**config.mk**
```make
export PLATFORM = sky130hd
export DESIGN_NAME = mem_access_unit
export DESIGN_NICKNAME = d
export VERILOG_FILES = /design/src/rtl/mem_access_unit.sv
export SDC_FILE = /design/constraint.sdc
export NUM_CORES = 1
export LEC_CHECK = 0
export BUFFER_PORTS_ARGS = -buffer_cell sky130_fd_sc_hd__buf_4
export CAP_MARGIN = 20
export CORE_AREA = 2 2 113 115
export DETAILED_ROUTE_END_ITERATION = 10
export DIE_AREA = 0 0 115 117
export PLACE_DENSITY = 0.78
export SYNTH_ARGS = -nofsm -noshare
export SYNTH_HDL_FRONTEND = slang
export SYNTH_SLANG_ARGS = --single-unit
export TNS_END_PERCENT = 100
```
**constraint.sdc**
```tcl
create_clock -name clk_i -period 1.7 [get_ports clk_i]
set_input_delay 0.17 -clock clk_i [delete_from_list [all_inputs] [get_ports clk_i]]
set_output_delay 0.17 -clock clk_i [all_outputs]
set_load 0.05 [all_outputs]
```
**src/rtl/mem_access_unit.sv**
```systemverilog
`default_nettype none
// ============================================================================
// Module   : mem_access_unit
// Purpose  : Data-memory access stage. Accepts one load/store from execute,
//            runs a req/gnt/rvalid bus transaction with word-aligned address,
//            byte enables and lane-replicated store data, then aligns and
//            sign/zero-extends load data into a one-cycle writeback pulse.
// Options  : MEM_MISALIGN_TRAP_EN - when defined, misaligned half/word
//            requests raise misalign_o/fault_addr_o instead of accessing
//            the bus. When undefined, low address bits beyond the access
//            size are ignored.
// Revision : 1.0 - initial release
// ============================================================================
module mem_access_unit #(
    parameter int ADDR_W = 32,
    parameter int DATA_W = 32      // fixed at 32
) (
    input  logic              clk_i,
    input  logic              rst_n_i,
    // execute-side request
    input  logic              ex_valid_i,
    output logic              ex_ready_o,
    input  logic              ex_we_i,
    input  logic [1:0]        ex_size_i,
    input  logic              ex_unsigned_i,
    input  logic [ADDR_W-1:0] ex_addr_i,
    input  logic [DATA_W-1:0] ex_wdata_i,
    input  logic [4:0]        ex_rd_i,
    // data bus
    output logic              bus_req_o,
    input  logic              bus_gnt_i,
    output logic              bus_we_o,
    output logic [ADDR_W-1:0] bus_addr_o,
    output logic [3:0]        bus_be_o,
    output logic [DATA_W-1:0] bus_wdata_o,
    input  logic              bus_rvalid_i,
    input  logic [DATA_W-1:0] bus_rdata_i,
    // writeback
    output logic              wb_valid_o,
    output logic [4:0]        wb_rd_o,
    output logic [DATA_W-1:0] wb_data_o,
    // misalignment report
    output logic              misalign_o,
    output logic [ADDR_W-1:0] fault_addr_o
);

    typedef enum logic [1:0] {
        IDLE = 2'd0,
        REQ  = 2'd1,
        RESP = 2'd2
    } state_t;

    state_t              state;
    state_t              next_state;

    logic                ready_q;
    logic                accept;
    logic                misaligned;
    logic                start_bus;
    logic                load_done;

    logic [3:0]          be_calc;
    logic [DATA_W-1:0]   wdata_calc;

    // latched request
    logic                we_q;
    logic [1:0]          size_q;
    logic                unsigned_q;
    logic [1:0]          offset_q;
    logic [4:0]          rd_q;
    logic [ADDR_W-1:0]   addr_q;
    logic [3:0]          be_q;
    logic [DATA_W-1:0]   wdata_q;

    // writeback registers
    logic                wb_valid_q;
    logic [4:0]          wb_rd_q;
    logic [DATA_W-1:0]   wb_data_q;

    logic [7:0]          byte_sel;
    logic [15:0]         half_sel;
    logic [DATA_W-1:0]   load_data;

    // Detect accesses whose low address bits exceed the access size.
`ifdef MEM_MISALIGN_TRAP_EN
    always_comb begin
        misaligned = 1'b0;
        case (ex_size_i)
            2'b00:   misaligned = 1'b0;
            2'b01:   misaligned = ex_addr_i[0];
            default: misaligned = |ex_addr_i[1:0];
        endcase
    end
`else
    assign misaligned = 1'b0;
`endif

    assign accept    = ex_valid_i & ready_q;
    assign start_bus = accept & ~misaligned;
    assign load_done = (state == RESP) & bus_rvalid_i & ~we_q;

    // Byte enables and lane-replicated store data for the incoming request.
    always_comb begin
        be_calc    = 4'b1111;
        wdata_calc = ex_wdata_i;
        case (ex_size_i)
            2'b00: begin
                be_calc    = 4'b0001 << ex_addr_i[1:0];
                wdata_calc = {4{ex_wdata_i[7:0]}};
            end
            2'b01: begin
                be_calc    = ex_addr_i[1] ? 4'b1100 : 4'b0011;
                wdata_calc = {2{ex_wdata_i[15:0]}};
            end
            default: begin
                be_calc    = 4'b1111;
                wdata_calc = ex_wdata_i;
            end
        endcase
    end

    // FSM state register.
    always_ff @(posedge clk_i or negedge rst_n_i) begin
        if (!rst_n_i) begin
            state <= IDLE;
        end else begin
            state <= next_state;
        end
    end

    // FSM next-state logic; rvalid only counts while waiting in RESP.
    always_comb begin
        next_state = state;
        case (state)
            IDLE:    if (start_bus)    next_state = REQ;
            REQ:     if (bus_gnt_i)    next_state = RESP;
            RESP:    if (bus_rvalid_i) next_state = IDLE;
            default:                   next_state = IDLE;
        endcase
    end

    // Ready is registered so it reads 0 during reset and 1 once clocked.
    always_ff @(posedge clk_i or negedge rst_n_i) begin
        if (!rst_n_i) begin
            ready_q <= 1'b0;
        end else begin
            ready_q <= (next_state == IDLE);
        end
    end

    // Capture the request; bus outputs stay stable until the next access.
    always_ff @(posedge clk_i or negedge rst_n_i) begin
        if (!rst_n_i) begin
            we_q       <= 1'b0;
            size_q     <= 2'b00;
            unsigned_q <= 1'b0;
            offset_q   <= 2'b00;
            rd_q       <= 5'd0;
            addr_q     <= '0;
            be_q       <= 4'b0000;
            wdata_q    <= '0;
        end else if (start_bus) begin
            we_q       <= ex_we_i;
            size_q     <= ex_size_i;
            unsigned_q <= ex_unsigned_i;
            offset_q   <= ex_addr_i[1:0];
            rd_q       <= ex_rd_i;
            addr_q     <= {ex_addr_i[ADDR_W-1:2], 2'b00};
            be_q       <= be_calc;
            wdata_q    <= wdata_calc;
        end
    end

    assign bus_req_o   = (state == REQ);
    assign bus_we_o    = we_q;
    assign bus_addr_o  = addr_q;
    assign bus_be_o    = be_q;
    assign bus_wdata_o = wdata_q;
    assign ex_ready_o  = ready_q;

    // Select the addressed lane from read data and extend it.
    always_comb begin
        byte_sel = bus_rdata_i[7:0];
        case (offset_q)
            2'd0: byte_sel = bus_rdata_i[7:0];
            2'd1: byte_sel = bus_rdata_i[15:8];
            2'd2: byte_sel = bus_rdata_i[23:16];
            2'd3: byte_sel = bus_rdata_i[31:24];
            default: byte_sel = bus_rdata_i[7:0];
        endcase
        half_sel  = offset_q[1] ? bus_rdata_i[31:16] : bus_rdata_i[15:0];
        load_data = bus_rdata_i;
        case (size_q)
            2'b00:   load_data = {{24{~unsigned_q & byte_sel[7]}}, byte_sel};
            2'b01:   load_data = {{16{~unsigned_q & half_sel[15]}}, half_sel};
            default: load_data = bus_rdata_i;
        endcase
    end

    // Writeback pulse; data and register hold between load completions.
    always_ff @(posedge clk_i or negedge rst_n_i) begin
        if (!rst_n_i) begin
            wb_valid_q <= 1'b0;
            wb_rd_q    <= 5'd0;
            wb_data_q  <= '0;
        end else begin
            wb_valid_q <= load_done;
            if (load_done) begin
                wb_rd_q   <= rd_q;
                wb_data_q <= load_data;
            end
        end
    end

    assign wb_valid_o = wb_valid_q;
    assign wb_rd_o    = wb_rd_q;
    assign wb_data_o  = wb_data_q;

`ifdef MEM_MISALIGN_TRAP_EN
    logic              misalign_q;
    logic [ADDR_W-1:0] fault_addr_q;

    // One-cycle trap pulse carrying the offending byte address.
    always_ff @(posedge clk_i or negedge rst_n_i) begin
        if (!rst_n_i) begin
            misalign_q   <= 1'b0;
            fault_addr_q <= '0;
        end else begin
            misalign_q <= accept & misaligned;
            if (accept & misaligned) begin
                fault_addr_q <= ex_addr_i;
            end
        end
    end

    assign misalign_o   = misalign_q;
    assign fault_addr_o = fault_addr_q;
`else
    assign misalign_o   = 1'b0;
    assign fault_addr_o = '0;
`endif

endmodule
`default_nettype wire
```
Word-level counts from Yosys, hierarchy flattened
Index checks and enable logic that the tools add are counted.
Operators by class
  multiplexer cells: 10
  equality and inequality tests: 7
  reductions and logical operators: 5
  bitwise gates (word level): 7
  shift operators: 1
Operator list (count)
  $pmux W32 S2: 2
  $pmux W8 S4: 1
  $mux W16: 1
  $logic_not A2 Y1: 5
  $eq A2 B1 Y1 const B: 4
  $pmux W4 S2: 1
  $eq A2 B2 Y1 const B: 3
  $mux W2: 3
  $pmux W2 S3: 1
  $and A1 B1 Y1: 5
  $mux W4: 1
  $shl A1 B2 Y4 const A: 1
  $not A1 Y1: 2
Storage, ports and cells
  bits in registers: 118
  input port bits: 110
  logic and storage cells: 43

Longest topological paths before layout
Gate-level depths: netlist (run 1).
  depth in word-level cells: 4
  mapped depth: 7
  mapped depth without buffers: 6

Least setup slack after synthesis (run 1)
OpenSTA, ideal clock, no wires.
  kind: reg-to-reg
  start: register ready_q, in the netlist ex_ready_o
  end: register wdata_q[5], in the netlist bus_wdata_o[5]
  setup slack: 74 ps
  data arrival time: 1501 ps
  path buffers: 2
  required time: 1575 ps
  cell stages (with the launch flop): 5
  setup time: 125 ps
  period minus slack after synthesis: 1626 ps
  cell sequence: dfrtp_1 nand2_1 buf_2 buf_2 mux2_2
On the way
  cells in the longest elaborated chain, start to end: 1
Ends and longest elaborated chain
  from (decl): line 56  | logic ready_q;
  from (signal assigned): line 147  | ready_q <= (next_state == IDLE);
  $and A1 B1 Y1: line 98  | assign accept = ex_valid_i & ready_q;
  to (signal assigned): line 170  | wdata_q <= wdata_calc;
  to (decl): line 73  | logic [DATA_W-1:0] wdata_q;
No other way between the ends.
A chain may end at the register's enable or synchronous reset.

Worst setup path after layout (run 1)
  start: register offset_q[1]
  end: register wb_data_q[7], in the netlist wb_data_o[7]
On the way
  cells in the longest elaborated chain, start to end: 3
  elaborated cells between the ends (all ways): 7
  those cells by class: eq/ne (3); mux (3); reduce/logical (1)
Ends and longest elaborated chain
  from (decl): line 69  | logic [1:0] offset_q;
  from (signal assigned): line 166  | offset_q <= ex_addr_i[1:0];
  $eq A2 B2 Y1 (tied with other cells): line 184  | case (offset_q)
  $pmux W8 S4: line 184
  $pmux W32 S2 *: line 193  | case (size_q)
  to (signal assigned): line 210  | wb_data_q <= load_data;
  to (decl): line 78  | logic [DATA_W-1:0] wb_data_q;
Every way passes the cells marked *; elsewhere a longest branch is shown, timed or not.

==> metrics.cfg, run 1 <==
[cells_and_area]
fin_nets=876
syn_to_final_growth_pct=50.4
final_area_um2=8410
drive_gt1_frac=0.452
diodes=0
multi_input_area_um2=2310
ff_latch_area_um2=2950
fillers=879

[worst_setup_path]
r2r_slack_ps=70
cp_max_fo=14
end_kind=register
critical_path_required_ps=1990
r2r-start=offset_q[1]
path_class=reg -> reg
arrival_ps=1920
worstRegToRegCells=6
cp-start-kind=register
r2r-end=wb_data_o[7]

[route]
first_iter_violations=411
viasPerCell=5.12
post_drt_wl_per_cell_um=17.8
drtAntennaViolNets=0
detail_route.first_pass.iterations=4
vias=4761
wl_mm=16.6
drcViolationCount=0

[synthesis]
post-synth-top-count-cell=dfrtp_1
ys_types=39
synth-xor-area-share=0
yosys_warnings=0
ys_seq_area_frac=0.528
synthFlopType=dfrtp_1
ys_async_sr_fraction=1.00
synth_top_family_by_area=multiplexers
postSynthCellCount=501
yosysTopAreaCellShare=0.528
synth.avg_cell_area_um2=11.2
synthTopCellsByArea=dfrtp_1 53%, mux2_2 11%, buf_4 5.0%, mux2i_1 4.8%, nand2_1 4.6%
synth_compound_area_frac=0.141
synthSimpleGateAreaFrac=0.0821
synth_commonest_cells=118 x dfrtp_1, 68 x nand2_1, 56 x mux2_2, 37 x buf_4, 36 x nor2_1
synth-edff-count=0
ys_ff_latch=118
synthAdderAreaFrac=0
synth_top_cell_by_area=dfrtp_1
netlist_area_um2=5600
muxShareOfSynthArea=0.165

[grt]
grt_pass1_vias=5050
grt_max_degree=38
antenna_found_initial=0
grtUsageTotal=0.249
grt-ovfl-total=0
grt_pass1_wl_mm=25.6

[placed_design]
place_area_um2=7330
hpwlAfterDp_mm=11.6
gp_congestion=0.888
portBuffers=216
place_ws_ps=21.5

[cts]
clk_pin_slew_ps=60
cts_made_buffers=17
htree_levels=4
cts_sinks=118
cts_buffer_depth=2
cts-root-buf=clkbuf_16
cts_tree=done
clock_latency_ps=420

[timing]
fin_crit_sh=0.960
fin_crit_ps=1630
drv_slew=0
worst-slew-pin-transition_ps=538
whs_ps=17.8
max_freq_ghz=0.613
fin_ws_ps=67.8
worst_clock_skew_ps=9.41
max_slew_margin=0.641
final_hold_viol_count=0
grt_setup_unrepaired=no
setup_viol=0
fin_setup_tns_ps=0

[power]
clkPwrFrac=0.203
net-switching-power_w=0.00940
peakVddDrop_v=0.00154
power_density_nw_per_um2=2360
p_seq_frac=0.262
p_sw_frac=0.473
combPwrFrac=0.536
power_leakage_nw=4.08
p_total_w=0.0199
p_int_w=0.0105

[min_path]
hold_start=bus_gnt_i
min_to=state[1]
hold_path_class=in -> reg
holdPathStages=2

[die]
start_util=0.454
rows=41
die_x_um=115
die_area_um2=13500
chipHeight_um=117
core_area_um2=12300
pin_count=252

[run_status]
outcome=finished clean

[job]
max_cap_violations=0

==> worst max path at each step <==
stage,startpoint,endpoint,slack (ps)
detailed placement,offset_q[1],wb_data_o[17],20
global route,state[0],wb_data_o[10],10
finish,offset_q[1],wb_data_o[7],70
floorplan,ex_ready_o,bus_wdata_o[5],70
global placement,offset_q[1],wb_data_o[30],70
CTS,offset_q[1],wb_data_o[5],30
==> registers in the layout, summed over array words and instances, names as in the netlist, 2 cells and up <==
signal,cells
bus_wdata_o,32
bus_addr_o,30
rd_q,5
size_q,2
state,2
wb_data_o,32
bus_be_o,4
offset_q,2
wb_rd_o,5
==> layout by cell type, fill, tap and decap left out, types with 3 or more instances in the layout <==
cell / instances
buf_4: 236
dfrtp_1: 118
nand2_1: 67
mux2_2: 56
dlygate4sd3_1: 38
nor2_1: 36
conb_1: 35
o21ai_0: 30
mux2i_1: 27
a22o_1: 20
a21oi_1: 19
clkbuf_16: 17
a21oi_2: 11
o22a_1: 7
a222oi_1: 6
o21ai_1: 6
bufinv_16: 6
buf_12: 6
inv_1: 4
clkinv_2: 4
nor2b_1: 3
clkinvlp_4: 3
==> critical path, cell delays in order (launching register included) <==
cell	delay [ps]
dfrtp_1	410
buf_4	180
nor2b_2	150
buf_4	190
a22o_1	220
a221oi_2	250
a21oi_1	110
==> final cells by class <==
cell class,count,area share
sequential,118,0.351
multi-input combinational,343,0.275
timing repair buffer,280,0.270
clock buffer,18,0.0510
clock inverter,14,0.0275
tap,150,0.0223
inverter,6,0.00297
==> metal layers <==
metal,up-vias,global-route usage,routed length (um)
li1,2209,-,-
met5,-,0,0
met3,28,0.0886,1420
met4,0,0.106,274
met1,2289,0.291,6360
met2,235,0.420,8520
==> stage by stage <==
stage          std cells  utilization
2_1_floorplan        535            -
3_3_place_gp         856        0.595
3_5_place_dp         856        0.595
4_1_cts              928        0.682
5_1_grt              929        0.683
6_report             929        0.683
==> cell families (layout without fill, tap and decap cells) <==
logic type,Yosys count,after routing
AO/OA/AOI/OAI,110,110
buffers and inverters,74,318
flip-flops,118,118
multiplexers,84,84
other,1,35
AND/OR/NAND/NOR,114,114
==> timing repair <==
action | CTS | global route
endpoints found under the setup margin | 11 | 3
pin swaps | 1 | 0
hold buffers | 38 | 0
hold endpoints to repair | 70 | 0
buffers inserted | 2 | 1
gates resized for setup | 0 | 1
==> power by group through the flow <==
stage	Combinational (W)	Clock, W	Sequential, W
global placement	0.0103	0	0.00510
finish	0.0106	0.00403	0.00520
global route	0.0112	0.00420	0.00537
CTS	0.0106	0.00408	0.00517
detailed placement	0.0105	0	0.00518
floorplan	0.00301	0	0.00942
Power figures use the tool's default switching activity.
==> run 2: changes to the inputs <==
--- a/config.mk
+++ b/config.mk
@@ -7,10 +7,11 @@
 export LEC_CHECK = 0
 export BUFFER_PORTS_ARGS = -buffer_cell sky130_fd_sc_hd__buf_4
 export CAP_MARGIN = 20
-export CORE_AREA = 2 2 113 115
+export CORE_AREA = 2 2 118 120
 export DETAILED_ROUTE_END_ITERATION = 10
-export DIE_AREA = 0 0 115 117
-export PLACE_DENSITY = 0.78
+export DIE_AREA = 0 0 120 122
+export PLACE_DENSITY = 0.75
+export SLEW_MARGIN = 0
 export SYNTH_ARGS = -nofsm -noshare
 export SYNTH_HDL_FRONTEND = slang
 export SYNTH_SLANG_ARGS = --single-unit
==> constraint.sdc (replaced) <==
create_clock -name clk_i -period 1.47 [get_ports clk_i]
set_input_delay 0.147 -clock clk_i [delete_from_list [all_inputs] [get_ports clk_i]]
set_output_delay 0.147 -clock clk_i [all_outputs]
set_load 0.05 [all_outputs]
==> run 2 against run 1 <==
  * The flow now finishes with violations (negative setup slack)
  * Global-route usage fell by 0.70 points
  * Hold slack lost 5.1 ps
  * First-iteration DRC count grew 23%
  * Core utilization shrank 4.7 points
  * Sequential share of layout area decreased by 0.68 points
  * Register-to-register slack got worse by 70 ps
  * Clock skew shrank 2.3 ps
  * Via count rose by 4.6%
  * Sequential power grew 16%
  * Die area increased by 8.8%
  * Clock power up 13%
==> metrics.cfg, run 2 (synthesis results as in run 1) <==
[cells_and_area]
diodes=0  ; unchanged
fillers=1013  ; +15%
syn_to_final_growth_pct=53.6
final_cell_mix=236 x buf_4, 113 x dfrtp_1, 67 x nand2_1
fin_nets=891  ; +1.7%
final_area_um2=8600  ; +2.2%
final_common_cell=buf_4
final-instance-count-excl-fill=974  ; +4.8%
drive_gt1_frac=0.458  ; +0.00658

[cts]
htree_levels=4  ; unchanged
cts_buffer_depth=2  ; unchanged
cts_tree=done
cts-root-buf=clkbuf_16
clk_pin_slew_ps=60  ; about the same
clock_latency_ps=430  ; about the same
cts_made_buffers=17  ; unchanged
cts_sinks=118  ; unchanged

[timing]
fin_crit_sh=1.00  ; +0.0409
max_freq_ghz=0.680  ; +11%
fin_ws_ps=-1.48  ; -69.3 ps
setup_viol=1  ; +1
worst-slew-pin-transition_ps=644  ; +107 ps
max_slew_margin=0.570  ; -0.0711
fin_setup_tns_ps=-1.48  ; -1.48 ps
fin_crit_ps=1470  ; -161 ps
drv_slew=0  ; unchanged
final_hold_viol_count=0  ; unchanged
worst_clock_skew_ps=7.14  ; -2.26 ps
whs_ps=12.7  ; -5.09 ps
grt_setup_unrepaired=yes

[die]
rows=43  ; +4.9%
start_util=0.414  ; -0.0401
core_area_um2=13500  ; +9.7%
die_x_um=120  ; +4.3%
chipHeight_um=122  ; +4.3%
pin_count=252  ; unchanged
die_area_um2=14600  ; +8.8%

[grt]
antenna_found_initial=0  ; unchanged
grt_pass1_vias=5245  ; +3.9%
grtUsageMet3=0.0880  ; -0.000554
grt_pass1_wl_mm=27.1  ; +6.2%
met1_usage=0.266  ; -0.0245
grtUsageTotal=0.242  ; -0.00700
grt_max_degree=119  ; +210%
use_met2=0.426  ; +0.00653
grt-ovfl-total=0  ; unchanged
top_usage_layer=met2

[power]
peakVddDrop_v=0.00197  ; +28%
power_density_nw_per_um2=2690  ; +14%
power_leakage_nw=4.13  ; +1.2%

[run_status]
outcome=complete, but fails checks
violations=negative setup slack

[route]
detail_route.first_pass.iterations=8  ; +4
drtAntennaViolNets=0  ; unchanged
wl_mm=17.8  ; +7.2%
viasPerCell=5.11  ; -0.19%
post_drt_wl_per_cell_um=18.2  ; +2.3%
drcViolationCount=0  ; unchanged
vias=4982  ; +4.6%
first_iter_violations=506  ; +23%

[placed_design]
place_area_um2=7380  ; +0.72%
dpl.cell_count=889  ; +3.9%
gp_congestion=0.937  ; +5.5%
portBuffers=216  ; unchanged
hpwlAfterDp_mm=11.6  ; +0.12%
place_ws_ps=-126  ; -148 ps

[job]
max_cap_violations=0  ; unchanged

[worst_setup_path]
cp-start-kind=register
path_cells=buf_6 -> mux2_4 -> a222oi_1 -> o21ai_1
cpPeakStageDelay_ps=450  ; +40 ps
cp_max_fo=8  ; -6
critical_path_required_ps=1760  ; -230 ps
path_class=reg -> reg
end_kind=register
arrival_ps=1760  ; -160 ps
critPathSlowestCell=dfrtp_2

[min_path]
hold_path_class=in -> reg

run 2: cell types whose count changed in the layout (fill, tap and decap cells not counted), sizes merged:
cell | before | now
bufinv | 6 | 4
buf | 242 | 243
inv | 5 | 11
clkinv | 6 | 3
dlygate4sd3 | 38 | 52
clkbuf | 18 | 17
run 2: report_power, final:
part           internal [W]  switching [W]  total (W)  leakage (nW)
Sequential          0.00490        0.00115    0.00605          1.40
Clock               0.00288        0.00166    0.00454         0.307
Combinational       0.00418        0.00832     0.0125          2.42
run 2: path summary, 6_finish.rpt:
path,startpoint,to,slack [ps],cells past startpoint
max,offset_q[1],wb_data_o[2],-1,4
min,bus_rdata_i[20],wb_data_o[20],10,3
max in group asynchronous,rst_n_i,offset_q[1],580,3
max reg2reg,offset_q[1],wb_data_o[2],-1,4
min reg2reg,rd_q[3],wb_rd_o[3],470,2
min in group asynchronous,rst_n_i,wb_rd_o[4],350,3
run 2: cell type report:
type	count	area, um2	share of cell area
Clock buffer	17	425	0.0495
Clock inverter	15	216	0.0252
Inverter	6	28.8	0.00335
Multi-Input combinational cell	343	2340	0.272
Sequential cell	118	2960	0.344
Tap cell	180	225	0.0262
Timing Repair Buffer	295	2410	0.280
run 2: timing repair:
item / 4_1_cts / 5_1_grt
setup buffers: 1 / 0
gates resized for setup: 4 / 10
endpoints found under the hold margin: 169 / 0
endpoints found under the setup margin: 30 / 33
pin swaps: 3 / 10
hold buffers: 52 / 0
run 2: metal layers:
layer  vias to the layer above  share of wire
li1                       2241              -
met2                       290           0.52
met1                      2406           0.35
met3                        45           0.10
met4                         0          0.024
met5                         -              0
run 2: critical path: cells and delay by family, from the launching register on:
kind	cells	cell delay, ps
flip-flops	1	450
AO/OA/AOI/OAI	2	430
multiplexers	1	300
buffers and inverters	1	160
run 2: through the flow:
| stage | power (W) | util |
|---|---|---|
| after floorplan | 0.0144 | - |
| after global placement | 0.0179 | 0.547 |
| after detailed placement | 0.0182 | 0.547 |
| after CTS | 0.0230 | 0.634 |
| after global routing | 0.0241 | 0.637 |
| final | 0.0231 | 0.637 |
==> run 3: changes to the inputs <==
--- a/config.mk
+++ b/config.mk
@@ -11,6 +11,8 @@
 export DETAILED_ROUTE_END_ITERATION = 10
 export DIE_AREA = 0 0 120 122
 export PLACE_DENSITY = 0.75
+export RECOVER_POWER = 100
+export SETUP_SLACK_MARGIN = 0.1
 export SLEW_MARGIN = 0
 export SYNTH_ARGS = -nofsm -noshare
 export SYNTH_HDL_FRONTEND = slang
==> run 3 against run 2 <==
  * The run still ends with negative setup slack left
  * Flip-flop and latch count is the same
  * Sequential power about the same
  * Core utilization down 1.6 points
  * Global-route usage shrank 0.14 points
  * Design area down 2.5%
  * Combinational power shrank 6%
  * Worst setup slack lost 100 ps
  * Critical path type unchanged
  * Largest cell class unchanged
==> metrics.cfg, run 3 (synthesis results as in run 1) <==
[run_status]
outcome=complete, but fails checks
violations=negative setup slack

[worst_setup_path]
cp_max_fo=7  ; -1
worstRegToRegCells=5  ; +1
critical_path_required_ps=1740  ; -20 ps
cp-start-kind=register
path_class=reg -> reg
r2r-end=wb_data_o[5]
path_cells=buf_6 -> nor2b_4 -> a22o_1 -> a222oi_1 -> o21ai_1
r2r-start=offset_q[1]
r2r_slack_ps=-100  ; -100 ps
end_kind=register
arrival_ps=1850  ; +90 ps
critPathSlowestCell=dfrtp_2
cpPeakStageDelay_ps=480  ; +30 ps

[route]
detail_route.first_pass.iterations=5  ; -3
wl_mm=17.8  ; +0.25%
post_drt_wl_per_cell_um=18.3  ; +0.14%
drtAntennaViolNets=0  ; unchanged
viasPerCell=5.12  ; about the same
first_iter_violations=334  ; -34%
drcViolationCount=0  ; unchanged
vias=4989  ; +0.14%

[timing]
fin_crit_ps=1570  ; +103 ps
setup_viol=16  ; +15
fin_crit_sh=1.07  ; +0.0697
drv_slew=0  ; unchanged
max_slew_margin=0.515  ; -0.0558
whs_ps=14.8  ; +2.15 ps
final_hold_viol_count=0  ; unchanged
grt_setup_unrepaired=yes
fin_ws_ps=-104  ; -103 ps
max_freq_ghz=0.635  ; -6.5%
worst-slew-pin-transition_ps=728  ; +83.7 ps
worst_clock_skew_ps=11.3  ; +4.12 ps

[cells_and_area]
fillers=1108  ; +9.4%
final_cell_mix=128 x buf_4, 113 x dfrtp_1, 108 x clkbuf_2
final_common_cell=buf_4
ff_latch_area_um2=2960  ; unchanged
fin_nets=893  ; +0.22%
multi_input_area_um2=2360  ; +0.96%
diodes=0  ; unchanged
drive_gt1_frac=0.465  ; +0.00697
syn_to_final_growth_pct=49.8

[grt]
grt-ovfl-total=0  ; unchanged
antenna_found_initial=0  ; unchanged
grt_pass1_vias=5019  ; -4.3%
grt_pass1_wl_mm=26.8  ; -1.3%
grtUsageTotal=0.241  ; -0.00139
grt_max_degree=39  ; -67%

[power]
power_leakage_nw=4.08  ; -1.1%
p_total_w=0.0224  ; -3.0%
power_density_nw_per_um2=2670  ; -0.49%
peakVddDrop_v=0.00145  ; -26%

[cts]
cts_sinks=118  ; unchanged
cts_made_buffers=17  ; unchanged
cts_tree=done
htree_levels=4  ; unchanged
clock_latency_ps=420  ; about the same
cts_buffer_depth=2  ; unchanged
cts-root-buf=clkbuf_16
clk_pin_slew_ps=50  ; about the same

[min_path]
hold_start=bus_rdata_i[22]
min_to=wb_data_o[22]
holdPathStages=3  ; unchanged
hold_path_class=in -> reg

[placed_design]
portBuffers=216  ; unchanged
place_ws_ps=-117  ; +8.68 ps
hpwlAfterDp_mm=12.1  ; +4.3%
gp_congestion=0.836  ; -11%

[die]
start_util=0.414  ; unchanged
rows=43  ; unchanged
die_x_um=120  ; unchanged
core_area_um2=13500  ; unchanged
die_area_um2=14600  ; unchanged
chipHeight_um=122  ; unchanged
pin_count=252  ; unchanged

[job]
max_cap_violations=0  ; unchanged

-- run 3: how the worst max path moves through the flow --
stage	startpoint	endpoint	slack [ps]	depth (start not counted)
2_1_floorplan	offset_q[1]	wb_data_o[14]	90	5
3_3_place_gp	offset_q[1]	wb_data_o[4]	-50	4
3_5_place_dp	offset_q[1]	wb_data_o[2]	-120	4
4_1_cts	offset_q[1]	wb_data_o[2]	-20	4
5_1_grt	offset_q[1]	wb_data_o[0]	-170	5
6_report	offset_q[1]	wb_data_o[5]	-100	5
-- run 3: per-layer routing --
| metal | global-route usage | up-vias | wire [um] |
|---|---|---|---|
| met2 | 0.410 | 288 | 8960 |
| met1 | 0.274 | 2402 | 6680 |
| li1 | - | 2250 | - |
| met4 | 0.113 | 0 | 578 |
| met3 | 0.0805 | 49 | 1600 |
| met5 | 0 | - | 0 |
-- run 3: critical path: cells and delay by family, from the launching register on --
family	cells	cell delay, ps
AO/OA/AOI/OAI	3	660
flip-flops	1	480
AND/OR/NAND/NOR	1	150
buffers and inverters	1	150
-- run 3: metrics by stage --
step,util,cell area (um2),cells,setup TNS [ps]
after floorplan,-,5760,535,0
after global placement,0.552,7450,890,-210
after detailed placement,0.552,7450,890,-794
after CTS,0.638,8610,969,-34.7
after global routing,0.621,8380,975,-3550
final,0.621,8380,975,-495
-- run 3: report_power, final --
| group | switching [W] | internal [W] | total (W) | leakage, nW |
|---|---|---|---|---|
| Combinational | 0.00834 | 0.00336 | 0.0117 | 2.37 |
| Clock | 0.00151 | 0.00314 | 0.00464 | 0.311 |
| Sequential | 0.00116 | 0.00490 | 0.00606 | 1.40 |
| Total | 0.0110 | 0.0114 | 0.0224 | 4.08 |
-- run 3: area by class of cell --
class                   instances  area share
clock buffers                  20      0.0557
clock inverters                11      0.0236
inverters                       6     0.00328
multi-input cells             344       0.281
flip-flops and latches        118       0.353
well taps                     180      0.0269
repair buffers                296       0.256
-- run 3: repair_timing --
| item | 4_1_cts | 5_1_grt |
|---|---|---|
| cloned | 0 | 2 |
| hold endpoints to repair | 73 | 0 |
| setup endpoints to repair | 32 | 46 |
| hold buffers | 48 | 0 |
| gates resized for setup | 6 | 15 |
| pin swaps | 0 | 6 |
| buffers inserted | 0 | 4 |
